--- config.mk ---
export PLATFORM = sky130hd
export DESIGN_NAME = pulse_timing_gen
export DESIGN_NICKNAME = d
export VERILOG_FILES = /design/src/rtl/pulse_timing_gen.sv
export SDC_FILE = /design/constraint.sdc
export NUM_CORES = 1
export LEC_CHECK = 0
export ABC_AREA = 1
export CAP_MARGIN = 20
export CORE_MARGIN = 10
export CORE_UTILIZATION = 40
export CTS_BUF_LIST = sky130_fd_sc_hd__clkbuf_8
export CTS_CLUSTER_DIAMETER = 120
export CTS_CLUSTER_SIZE = 8
export DETAILED_ROUTE_END_ITERATION = 6
export SETUP_SLACK_MARGIN = 0.15
export SLEW_MARGIN = 20
export SYNTH_ARGS = -nofsm -noshare
export SYNTH_HDL_FRONTEND = slang
export SYNTH_SLANG_ARGS = --single-unit
export TNS_END_PERCENT = 50
--- constraint.sdc ---
create_clock -name clk_in -period 19.25 [get_ports clk_in]
set_clock_uncertainty 0.1 [all_clocks]
set_input_delay 4.8125 -clock clk_in [delete_from_list [all_inputs] [get_ports clk_in]]
set_output_delay 4.8125 -clock clk_in [all_outputs]
set_load 0.01 [all_outputs]
--- src/rtl/pulse_timing_gen.sv ---
// Multi-channel pulse timing generator: a free-running or one-shot period counter
// with per-channel compare windows and wrap-synchronised configuration updates.
module pulse_timing_gen #(
    parameter int unsigned CNT_WIDTH  = 16,
    parameter int unsigned NUM_CH     = 4,
    parameter int unsigned DEF_PERIOD = 5000
) (
    input  logic                          clk_in,
    input  logic                          rst,
    input  logic                          enable,
    input  logic                          oneshot,
    input  logic                          start,
    input  logic [CNT_WIDTH-1:0]          cfg_period,
    input  logic [NUM_CH*CNT_WIDTH-1:0]   cfg_on,
    input  logic [NUM_CH*CNT_WIDTH-1:0]   cfg_off,
    input  logic                          cfg_load,
    output logic [CNT_WIDTH-1:0]          cnt_value,
    output logic                          zero,
    output logic [NUM_CH-1:0]             ch_out,
    output logic                          busy,
    output logic                          cfg_pending
);

    localparam int unsigned CFG_W = NUM_CH * CNT_WIDTH;

    typedef enum logic {
        ST_IDLE = 1'b0,
        ST_RUN  = 1'b1
    } state_t;

    state_t                 state;
    logic                   mode_os;
    logic [CNT_WIDTH-1:0]   act_period;
    logic [CFG_W-1:0]       act_on;
    logic [CFG_W-1:0]       act_off;
    logic [CNT_WIDTH-1:0]   stg_period;
    logic [CFG_W-1:0]       stg_on;
    logic [CFG_W-1:0]       stg_off;

    logic                   wrap_c;
    logic                   start_req_c;
    logic [NUM_CH-1:0]      win_c;

    // Plain, wrap-around or empty window depending on the order of on/off.
    function automatic logic in_window(
        input logic [CNT_WIDTH-1:0] cnt,
        input logic [CNT_WIDTH-1:0] on_v,
        input logic [CNT_WIDTH-1:0] off_v
    );
        logic hit;
        hit = 1'b0;
        if (on_v < off_v) begin
            hit = (cnt >= on_v) && (cnt < off_v);
        end else if (on_v > off_v) begin
            hit = (cnt >= on_v) || (cnt < off_v);
        end
        return hit;
    endfunction

    always_comb begin
        wrap_c      = (cnt_value >= act_period);
        start_req_c = oneshot ? start : enable;
        win_c       = '0;
        for (int i = 0; i < NUM_CH; i++) begin
            win_c[i] = in_window(cnt_value,
                                 act_on[i*CNT_WIDTH +: CNT_WIDTH],
                                 act_off[i*CNT_WIDTH +: CNT_WIDTH]);
        end
    end

    always_ff @(posedge clk_in or posedge rst) begin
        if (rst) begin
            state       <= ST_IDLE;
            mode_os     <= 1'b0;
            cnt_value   <= '0;
            zero        <= 1'b0;
            ch_out      <= '0;
            busy        <= 1'b0;
            cfg_pending <= 1'b0;
            act_period  <= CNT_WIDTH'(DEF_PERIOD);
            act_on      <= '0;
            act_off     <= '0;
            stg_period  <= '0;
            stg_on      <= '0;
            stg_off     <= '0;
        end else begin
            case (state)
                ST_IDLE: begin
                    cnt_value   <= '0;
                    zero        <= 1'b0;
                    ch_out      <= '0;
                    cfg_pending <= 1'b0;
                    if (cfg_load) begin
                        act_period <= cfg_period;
                        act_on     <= cfg_on;
                        act_off    <= cfg_off;
                    end
                    if (start_req_c) begin
                        state   <= ST_RUN;
                        busy    <= 1'b1;
                        mode_os <= oneshot;
                    end
                end
                ST_RUN: begin
                    zero   <= (cnt_value == '0);
                    ch_out <= win_c;
                    if (wrap_c) begin
                        // New config (fresh load wins over staged) takes effect as the count restarts.
                        cnt_value   <= '0;
                        cfg_pending <= 1'b0;
                        if (cfg_load) begin
                            act_period <= cfg_period;
                            act_on     <= cfg_on;
                            act_off    <= cfg_off;
                        end else if (cfg_pending) begin
                            act_period <= stg_period;
                            act_on     <= stg_on;
                            act_off    <= stg_off;
                        end
                        if (mode_os || !enable) begin
                            state <= ST_IDLE;
                            busy  <= 1'b0;
                        end
                    end else begin
                        cnt_value <= cnt_value + CNT_WIDTH'(1);
                        if (cfg_load) begin
                            stg_period  <= cfg_period;
                            stg_on      <= cfg_on;
                            stg_off     <= cfg_off;
                            cfg_pending <= 1'b1;
                        end
                    end
                end
                default: begin
                    state <= ST_IDLE;
                    busy  <= 1'b0;
                end
            endcase
        end
    end

endmodule

==> reports/summary.json, run 1 <==
{
  "run_status": "finished clean",
  "clk_pin_slew_ps": 70,
  "yosys_register_bits": 313,
  "final.setup.worst_slack_ps": 11960,
  "maximum_ir_drop_on_the_vdd_rail_v": 0.00005847,
  "power.sequential.fraction_pct": 36.2,
  "post_synth_and_or_nand_nor_area_fraction_pct": 23.14,
  "syn_area_um2": 19470,
  "synthesis.yosys.warnings": 0,
  "power_frac_comb_pct": 47.9,
  "rsz0062_at_grt": "no",
  "final_max_slew_viol_count": 0,
  "drt_first_iter_violations": 982,
  "ctsHtreeMaxLevel": 2,
  "layout_worst_path_cycle_share_pct": 37.85,
  "power_density_nw_per_um2": 132.5,
  "drc": 0,
  "flip_flop_cell_with_the_highest_count_after_synthesis": "dfrtp_1",
  "cpMaxStageDelayCell": "dfrtp_1",
  "core-area_um2": 47950,
  "tightest_slew_ps": 1342,
  "yosys-top-cells-area": "dfrtp_1 (40%), nand2_1 (16%), ha_1 (13%), mux2_2 (8.3%), nand3_1 (4.4%)",
  "asyncSetResetFlopFracSynth_pct": 100.0,
  "final.hold.worst_slack_ps": 361.9,
  "synth_fa_ha_area_share_pct": 13.24,
  "port-buffer-count": 172,
  "timing.final.setup_violations": 0,
  "yosys-mux-area-fraction_pct": 8.329,
  "finalCriticalPeriod_ps": 7286,
  "hpwlAfterDp_mm": 36.75,
  "synth_edf_count": 0,
  "final_hold_viol_count": 0,
  "detail_route.wl_per_cell_um": 17.48,
  "vias_per_cell": 5.176,
  "global_route.usage.total_pct": 19.26,
  "cts_setup_buffers": 0,
  "cp_cell_sequence": "clkdlybuf4s50_1",
  "hold_start": "act_period[8]$_DFFE_PP1P_",
  "finalWeightedCongestion": 0.8320,
  "cts-buffers-inserted": 45,
  "leakage_nw": 11.70,
  "clock_tree_buffer_depth": 3,
  "yosys.area_share.xor_xnor_pct": 0.3599,
  "io-pin-count": 173,
  "share_clk_of_total_power_pct": 15.9,
  "reg2regPathDepth": 10,
  "cp_num_buf_inv": 1,
  "internal_power_mw": 1.673,
  "postSynthNetCount": 2744,
  "kind_of_cell_adding_the_most_delay_to_the_critical_path": "flip-flops",
  "grt_pass1_wl_mm": 90.05,
  "placement_rows": 80,
  "slowest_delay_ps": 1040,
  "sw_frac_of_total_pct": 43.46,
  "detailedPlace.worstSlack_ps": 11600,
  "first_global_vias": 16830,
  "die-area_um2": 57900,
  "critPathMaxFanout": 15,
  "ant_nets": 0,
  "reg_to_reg_endpoint": "stg_period[5]$_DFFE_PP0P_",
  "drtPass1Iterations": 5,
  "timing.critical_path.to_type": "output port",
  "ys_types": 35,
  "maximum_number_of_pins_on_one_net_before_global_route_repair": 240,
  "setup.reg_to_reg.worst_slack_ps": 14630,
  "maxCapViolCount": 0,
  "num_vias": 16330,
  "netlist_instances": 2388,
  "floorplan.initialDensity_pct": 40.61,
  "synth_largest_type_area_fraction_pct": 39.59,
  "die_h_um": 240.6,
  "worst_ep_required_time_ps": 14340,
  "min_to": "act_period[8]$_DFFE_PP1P_",
  "setup.worst_path.class": "flop to output port",
  "synth_top_family_by_area": "simple AND/OR/NAND/NOR gates",
  "globalRouteOverflowTotal": 0,
  "post_cts_resize_count": 0,
  "drive_above_1_share_pct": 9.102,
  "start_kind": "flop",
  "finalNetCount": 2878,
  "flow.area_growth_from_synthesis_pct": 14.75,
  "timing.hold.worst_path_depth": 2,
  "synth_compound_area_share_pct": 7.410,
  "rr_startpoint": "cnt_value[3]$_DFF_PP0_",
  "timing.max_slew.rel_slack_pct": 10.50,
  "netSwitchingPower_mw": 1.286,
  "min_path_type": "flop to flop",
  "fin_setup_tns_ps": 0,
  "antenna_found_initial": 2,
  "cts_tree": "done",
  "clock_latency_late_sink_ps": 620,
  "clockRootBuffer": "clkbuf_8",
  "syn_avg_cell_area_um2": 8.153,
  "totalWireLength_mm": 55.15,
  "placedInstanceArea_um2": 21620,
  "netlist.top_cell.by_area": "dfrtp_1",
  "chipWidth_um": 240.6,
  "worstSetupStartpoint": "cnt_value[2]$_DFF_PP0_",
  "cts_hold_repair.buffers": 0,
  "tritoncts_num_sinks": 313,
  "max_freq_mhz": 137.2,
  "synth.yosys.seq_area_share_pct": 40.26,
  "finish.instance_area_um2": 22340,
  "cp_data_arrival_time_ps": 2370
}
## worst max path at each step
stage | to | cells past startpoint | slack [ps]
after CTS | cnt_value[2] | 1 | 11880
after global routing | cnt_value[3] | 1 | 11890
after floorplan | act_off[0]$_DFFE_PP0P_ | 1 | 5690
after detailed placement | act_on[17]$_DFFE_PP0P_ | 7 | 11600
final | cnt_value[2] | 1 | 11960
after global placement | act_on[18]$_DFFE_PP0P_ | 7 | 11590
## metrics by stage
| step | total power [mW] | utilization (%) | instances |
|---|---|---|---|
| after floorplan | 2.089 | - | 2388 |
| after global placement | 2.423 | 45.09 | 3089 |
| after detailed placement | 2.497 | 45.09 | 3089 |
| after CTS | 2.986 | 46.53 | 3152 |
| after global routing | 3.275 | 46.60 | 3155 |
| final | 2.959 | 46.60 | 3155 |
## state kept, by name, indices dropped and copies added, names as in the netlist, 4 cells and up
register,count
stg_on,64
act_off,64
cnt_value,16
stg_period,16
act_on,64
ch_out,4
stg_off,64
act_period,16
## power groups by stage
stage          Sequential (mW)  Combinational (mW)  Clock [mW]
5_1_grt                   1.10                1.66       0.512
3_5_place_dp              1.08                1.42           0
4_1_cts                   1.07                1.42       0.490
3_3_place_gp              1.07                1.35           0
2_1_floorplan             1.03                1.06           0
6_report                  1.07                1.42       0.471
## routing by layer
layer	wire length, um	global-route usage, %	vias up
met3	2414	3.274	87
met4	1650	6.595	0
met1	25030	24.74	7875
met2	26060	32.22	327
met5	0	0	-
li1	-	-	8041
## cells by family (layout without fill, tap and decap cells)
kind of cell	after synthesis	in the layout
simple gates	1108	1108
xor+xnor	8	8
fa+ha+maj	206	206
other cells	0	2
compound gates	277	277
flops	313	313
mux	144	144
buf+inv	332	482
## layout make-up
| class | count | area (um^2) |
|---|---|---|
| multi-input combinational | 1743 | 10240 |
| clock inverter | 18 | 72.57 |
| timing repair buffer | 199 | 1957 |
| antenna | 2 | 5.005 |
| tap | 615 | 769.5 |
| sequential | 313 | 7839 |
| clock buffer | 45 | 619.3 |
| fill | 4594 | 25600 |
| inverter | 220 | 835.8 |
## cells in the mapped netlist (2+ instances only)
cell type,number
o21ai_0,162
inv_1,220
dfrtp_1,308
mux2_2,144
nor3b_1,3
dfstp_2,5
a21oi_1,91
ha_1,206
xor2_1,5
nand2_1,821
buf_6,9
buf_1,2
clkbuf_1,53
nor3_1,17
nor4_1,11
and2_1,4
buf_4,16
nand3_1,173
nand4_1,9
xnor2_1,3
nor2_1,65
clkbuf_2,5
a31oi_1,2
buf_2,27
o21a_1,8
o21bai_1,10
## worst register-to-register path, stage by stage, from the launching register on
cell and delay (ps):
dfrtp_1 1010, ha_1 410, a21o_1 190, o21ai_1 130, nand2_1 80, nand2_1 120, nand4_4 510, nor2_4 950
buf_4 790, nand2_1 190, nand2_1 110
## layout by cell type (no fill, tap or decap), types with 2 or more instances in the layout
| master | count |
|---|---|
| nor4_1 | 11 |
| xor2_1 | 5 |
| nor3_1 | 17 |
| diode_2 | 2 |
| nor2_1 | 65 |
| nor3b_1 | 3 |
| o21a_1 | 8 |
| inv_1 | 235 |
| o21bai_1 | 10 |
| a31oi_1 | 2 |
| o21ai_0 | 161 |
| mux2_2 | 144 |
| nand4_1 | 9 |
| a21oi_1 | 91 |
| and2_1 | 4 |
| nand2_4 | 2 |
| clkdlybuf4s50_1 | 172 |
| dfstp_2 | 5 |
| buf_4 | 25 |
| ha_1 | 206 |
| dfrtp_1 | 308 |
| nand2_1 | 820 |
| xnor2_1 | 3 |
| nand3_1 | 173 |
| clkbuf_8 | 45 |
Note: power is estimated with default switching activity, not from simulation.
==> inputs of run 2 (changes only) <==
==> constraint.sdc (replaced) <==
create_clock -name clk_in -period 7.2 [get_ports clk_in]
set_clock_uncertainty 0.1 [all_clocks]
set_input_delay 1.8 -clock clk_in [delete_from_list [all_inputs] [get_ports clk_in]]
set_output_delay 1.8 -clock clk_in [all_outputs]
set_load 0.01 [all_outputs]
==> reports/summary.json, run 2 (synthesis results as in run 1) <==
{
  "run_status": "finished clean",
  "finalCriticalPeriod_ps": 4206,
  "netSwitchingPower_mw": 3.397,
  "clk_pin_slew_ps": 70,
  "io-pin-count": 173,
  "globalRouteOverflowTotal": 0,
  "power_frac_comb_pct": 47.8,
  "drc": 0,
  "cts_tree": "done",
  "detail_route.wl_per_cell_um": 16.89,
  "num_vias": 16070,
  "power.sequential.fraction_pct": 36.3,
  "ctsHtreeMaxLevel": 2,
  "clockRootBuffer": "clkbuf_8",
  "layout_worst_path_cycle_share_pct": 58.41,
  "final_common_cell": "nand2_1",
  "maximum_number_of_pins_on_one_net_before_global_route_repair": 239,
  "ant_nets": 0,
  "die-area_um2": 57900,
  "tightest_slew_ps": 1018,
  "maxCapViolCount": 0,
  "placedInstanceArea_um2": 21650,
  "flow.area_growth_from_synthesis_pct": 15.04,
  "totalPowerFinal_mw": 7.868,
  "critPathMaxFanout": 15,
  "power_density_nw_per_um2": 351.3,
  "maximum_ir_drop_on_the_vdd_rail_v": 0.0001593,
  "finish.instance_area_um2": 22400,
  "cp_data_arrival_time_ps": 2310,
  "timing.critical_path.to_type": "output port",
  "layout_common_cells": "nand2_1 (820), dfrtp_1 (308), inv_1 (234), ha_1 (206), nand3_1 (173)",
  "totalWireLength_mm": 53.25,
  "final_hold_viol_count": 0,
  "floorplan.initialDensity_pct": 40.61,
  "cpMaxStageDelayCell": "dfrtp_1",
  "post_cts_resize_count": 0,
  "cts_setup_buffers": 0,
  "cp_cell_sequence": "clkdlybuf4s50_1",
  "clock_tree_buffer_depth": 3,
  "max_freq_mhz": 237.8,
  "sw_frac_of_total_pct": 43.18,
  "cp_num_buf_inv": 1,
  "cts-buffers-inserted": 45,
  "die_h_um": 240.6,
  "final_max_slew_viol_count": 0,
  "cts_hold_repair.buffers": 0,
  "finalWeightedCongestion": 0.8534,
  "fin_setup_tns_ps": 0,
  "leakage_nw": 11.70,
  "drive_above_1_share_pct": 9.034,
  "chipWidth_um": 240.6,
  "finalNetCount": 2876,
  "internal_power_mw": 4.471,
  "hpwlAfterDp_mm": 35.25,
  "timing.max_slew.rel_slack_pct": 32.00,
  "min_path_type": "flop to flop",
  "timing.final.setup_violations": 0,
  "antenna_found_initial": 3,
  "vias_per_cell": 5.097,
  "share_clk_of_total_power_pct": 16.0,
  "setup.worst_path.class": "flop to output port",
  "slowest_delay_ps": 950,
  "drt_first_iter_violations": 957,
  "port-buffer-count": 172,
  "start_kind": "flop",
  "worst_ep_required_time_ps": 5300,
  "first_global_vias": 16460,
  "grt_pass1_wl_mm": 86.56,
  "drtPass1Iterations": 7,
  "clock_latency_late_sink_ps": 620,
  "kind_of_cell_adding_the_most_delay_to_the_critical_path": "flip-flops",
  "placement_rows": 80,
  "core-area_um2": 47950,
  "tritoncts_num_sinks": 313,
  "rsz0062_at_grt": "no",
  "global_route.usage.total_pct": 18.56
}
run 2: changes by cell type in the layout (fill, tap and decap cells not counted):
cell        before  now
diode_2          2    3
buf_4           25   17
buf_12           1    7
inv_8            1    0
clkinvlp_4       0    1
inv_1          235  234
run 2: per-stage QoR:
stage	utilization, %	instances	setup WS [ps]	hold slack, ps
global route	46.71	3153	2805	390.9
floorplan	-	2388	1135	341.9
CTS	46.60	3148	2321	362.9
finish	46.71	3153	2994	361.0
detailed placement	45.16	3086	2331	353.3
global placement	45.12	3085	2346	353.4
run 2: final cells by class:
class	count	area [um^2]
Fill cell	4593	25550
Multi-Input combinational cell	1743	10240
Sequential cell	313	7839
Timing Repair Buffer	197	2017
Inverter	220	832.0
Tap cell	615	769.5
Clock buffer	45	619.3
Clock inverter	17	68.82
Antenna cell	3	7.507
run 2: path summary, 6_finish.rpt:
| path | start | to | slack, ps | cells after the start |
|---|---|---|---|---|
| worst max-delay path | cnt_value[2]$_DFF_PP0_ | cnt_value[2] | 2990 | 1 |
| worst min-delay path | act_period[8]$_DFFE_PP1P_ | act_period[8]$_DFFE_PP1P_ | 360 | 2 |
| worst max register to register | cnt_value[1]$_DFF_PP0_ | act_on[11]$_DFFE_PP0P_ | 3130 | 11 |
| worst min register to register | act_period[8]$_DFFE_PP1P_ | act_period[8]$_DFFE_PP1P_ | 360 | 2 |
| max in group asynchronous | rst | act_on[2]$_DFFE_PP0P_ | 4430 | 4 |
| min in group asynchronous | rst | act_on[43]$_DFFE_PP0P_ | 1570 | 3 |
run 2: metal layers:
| layer | track usage (%) | up-vias | share of wire [%] |
|---|---|---|---|
| met3 | 2.943 | 81 | 4.6 |
| met2 | 31.58 | 325 | 47 |
| li1 | - | 8037 | - |
| met4 | 6.365 | 0 | 2.6 |
| met1 | 23.55 | 7628 | 45 |
| met5 | 0 | - | 0 |
run 2: power groups by stage:
| stage | Combinational, mW | Sequential [mW] | Clock [mW] |
|---|---|---|---|
| 4_1_cts | 3.79 | 2.86 | 1.31 |
| 6_report | 3.76 | 2.85 | 1.26 |
| 3_3_place_gp | 3.61 | 2.86 | 0 |
| 5_1_grt | 4.42 | 2.94 | 1.37 |
| 3_5_place_dp | 3.77 | 2.88 | 0 |
| 2_1_floorplan | 2.83 | 2.76 | 0 |
==> inputs of run 3 (changes only) <==
==> constraint.sdc (replaced) <==
create_clock -name clk_in -period 4.25 [get_ports clk_in]
set_clock_uncertainty 0.1 [all_clocks]
set_input_delay 1.0625 -clock clk_in [delete_from_list [all_inputs] [get_ports clk_in]]
set_output_delay 1.0625 -clock clk_in [all_outputs]
set_load 0.01 [all_outputs]
==> reports/summary.json, run 3 (synthesis results as in run 1) <==
{
  "rsz0062_at_grt": "no",
  "ctsHtreeMaxLevel": 2,
  "flow.area_growth_from_synthesis_pct": 15.69,
  "min_path_type": "flop to flop",
  "totalWireLength_mm": 55.08,
  "worstSetupStartpoint": "cnt_value[6]$_DFF_PP0_",
  "finalCriticalPeriod_ps": 3138,
  "final_hold_viol_count": 0,
  "cp_num_buf_inv": 2,
  "cts-buffers-inserted": 45,
  "sw_frac_of_total_pct": 43.24,
  "hold_start": "act_period[9]$_DFFE_PP1P_",
  "hpwlAfterDp_mm": 36.43,
  "finalNetCount": 2885,
  "drtPass1Iterations": 5,
  "cts_tree": "done",
  "timing.critical_path.to_type": "output port",
  "final_common_cell": "nand2_1",
  "finalWeightedCongestion": 0.8488,
  "port-buffer-count": 172,
  "drt_first_iter_violations": 1021,
  "timing.hold.worst_path_depth": 2,
  "setup.reg_to_reg.worst_slack_ps": 1200,
  "layout_worst_path_cycle_share_pct": 73.84,
  "antenna_found_initial": 2,
  "max_freq_mhz": 318.6,
  "floorplan.initialDensity_pct": 40.61,
  "io-pin-count": 173,
  "timing.max_slew.rel_slack_pct": 27.01,
  "share_clk_of_total_power_pct": 16.1,
  "layout.filler_cells": 4635,
  "run_status": "finished clean",
  "globalRouteOverflowTotal": 0,
  "core-area_um2": 47950,
  "power_density_nw_per_um2": 598.6,
  "final_max_slew_viol_count": 0,
  "power.sequential.fraction_pct": 35.5,
  "min_to": "act_period[9]$_DFFE_PP1P_",
  "clock_latency_late_sink_ps": 610,
  "maximum_number_of_pins_on_one_net_before_global_route_repair": 196,
  "detail_route.wl_per_cell_um": 17.41,
  "cpMaxStageDelayCell": "clkdlybuf4s50_1",
  "tritoncts_num_sinks": 313,
  "reg2regPathDepth": 12,
  "start_kind": "flop",
  "leakage_nw": 11.77,
  "reg_to_reg_endpoint": "stg_off[22]$_DFFE_PP0P_",
  "netSwitchingPower_mw": 5.831,
  "cp_data_arrival_time_ps": 1980,
  "first_global_vias": 17080,
  "maxCapViolCount": 0,
  "detailedPlace.worstSlack_ps": 1083,
  "slowest_delay_ps": 600,
  "placement_rows": 80,
  "power_frac_comb_pct": 48.4,
  "chipWidth_um": 240.6,
  "ant_nets": 0,
  "worst_ep_required_time_ps": 3090,
  "setup.worst_path.class": "flop to output port",
  "clk_pin_slew_ps": 60,
  "clockRootBuffer": "clkbuf_8",
  "cts_hold_repair.buffers": 0,
  "global_route.usage.total_pct": 19.40,
  "final.setup.worst_slack_ps": 1112,
  "die-area_um2": 57900,
  "internal_power_mw": 7.653,
  "kind_of_cell_adding_the_most_delay_to_the_critical_path": "buffers and inverters",
  "cts_setup_buffers": 0,
  "critPathMaxFanout": 13,
  "layout_common_cells": "nand2_1 (820), dfrtp_1 (308), inv_1 (233), ha_1 (206), nand3_1 (173)",
  "timing.final.setup_violations": 0,
  "grt_pass1_wl_mm": 90.34,
  "drive_above_1_share_pct": 9.466,
  "number_of_placed_instances_taps_included": 3097,
  "post_cts_resize_count": 0,
  "num_vias": 16300,
  "drc": 0,
  "maximum_ir_drop_on_the_vdd_rail_v": 0.0002751,
  "tightest_slew_ps": 1095,
  "die_h_um": 240.6,
  "non_filler_cells_in_the_finished_layout": 3163,
  "vias_per_cell": 5.154,
  "rr_startpoint": "act_period[9]$_DFFE_PP1P_",
  "clock_tree_buffer_depth": 3,
  "cp_cell_sequence": "buf_4 -> clkdlybuf4s50_1"
}
-- run 3: cell count changes in the layout (fill, tap and decap cells not counted), sizes merged --
cell,previous run,this run
clkinvlp,1,2
inv,235,234
diode,3,2
clkbuf,45,47
buf,25,34
-- run 3: cell type report --
class / count / area, um^2 / share of cell area (%)
multi-input cells: 1743 / 10240 / 45.48
well taps: 615 / 769.5 / 3.416
clock buffers: 47 / 646.9 / 2.872
repair buffers: 206 / 2115 / 9.388
flip-flops and latches: 313 / 7839 / 34.80
clock inverters: 17 / 72.57 / 0.3222
inverters: 220 / 832.0 / 3.694
diodes: 2 / 5.005 / 0.02222
-- run 3: tightest hold or removal path: cells and delay by family, from the launching register on --
| kind | cells | cell delay, ps |
|---|---|---|
| flops | 1 | 370 |
| simple gates | 2 | 90 |
-- run 3: power by group through the flow --
stage	Sequential [mW]	Clock (mW)	Combinational (mW)
global route	4.93	2.36	7.65
global placement	4.79	0	6.28
CTS	4.79	2.25	6.59
detailed placement	4.82	0	6.57
floorplan	4.67	0	4.79
finish	4.78	2.17	6.53
-- run 3: metrics by stage --
| step | hold slack [ps] | util [%] | area [um^2] | setup TNS, ps | power, mW |
|---|---|---|---|---|---|
| 3_5_place_dp | 355.4 | 45.47 | 21800 | 0 | 11.38 |
| 4_1_cts | 364.6 | 46.97 | 22520 | 0 | 13.63 |
| 5_1_grt | 392.3 | 46.98 | 22520 | 0 | 14.94 |
| 6_report | 362.8 | 46.98 | 22520 | 0 | 13.48 |
| 2_1_floorplan | 341.9 | - | 19470 | -331810 | 9.461 |
| 3_3_place_gp | 355.9 | 45.47 | 21800 | 0 | 11.07 |
-- run 3: how the worst max path moves through the flow --
stage,end,slack (ps),cells after the start
3_3_place_gp,act_on[60]$_DFFE_PP0P_,1080,7
5_1_grt,stg_on[58]$_DFFE_PP0P_,970,12
2_1_floorplan,act_off[0]$_DFFE_PP0P_,-1080,1
6_report,cnt_value[6],1110,2
3_5_place_dp,act_off[56]$_DFFE_PP0P_,1080,7
4_1_cts,cnt_value[6],1050,2
-- run 3: routing by layer --
metal  wire (um)  vias to the layer above  track usage (%)
met5           0                        -                0
met4        1704                        0            7.285
met1       25120                     7817            24.36
li1            -                     8059                -
met3        2206                       96            2.829
met2       26050                      329            33.22
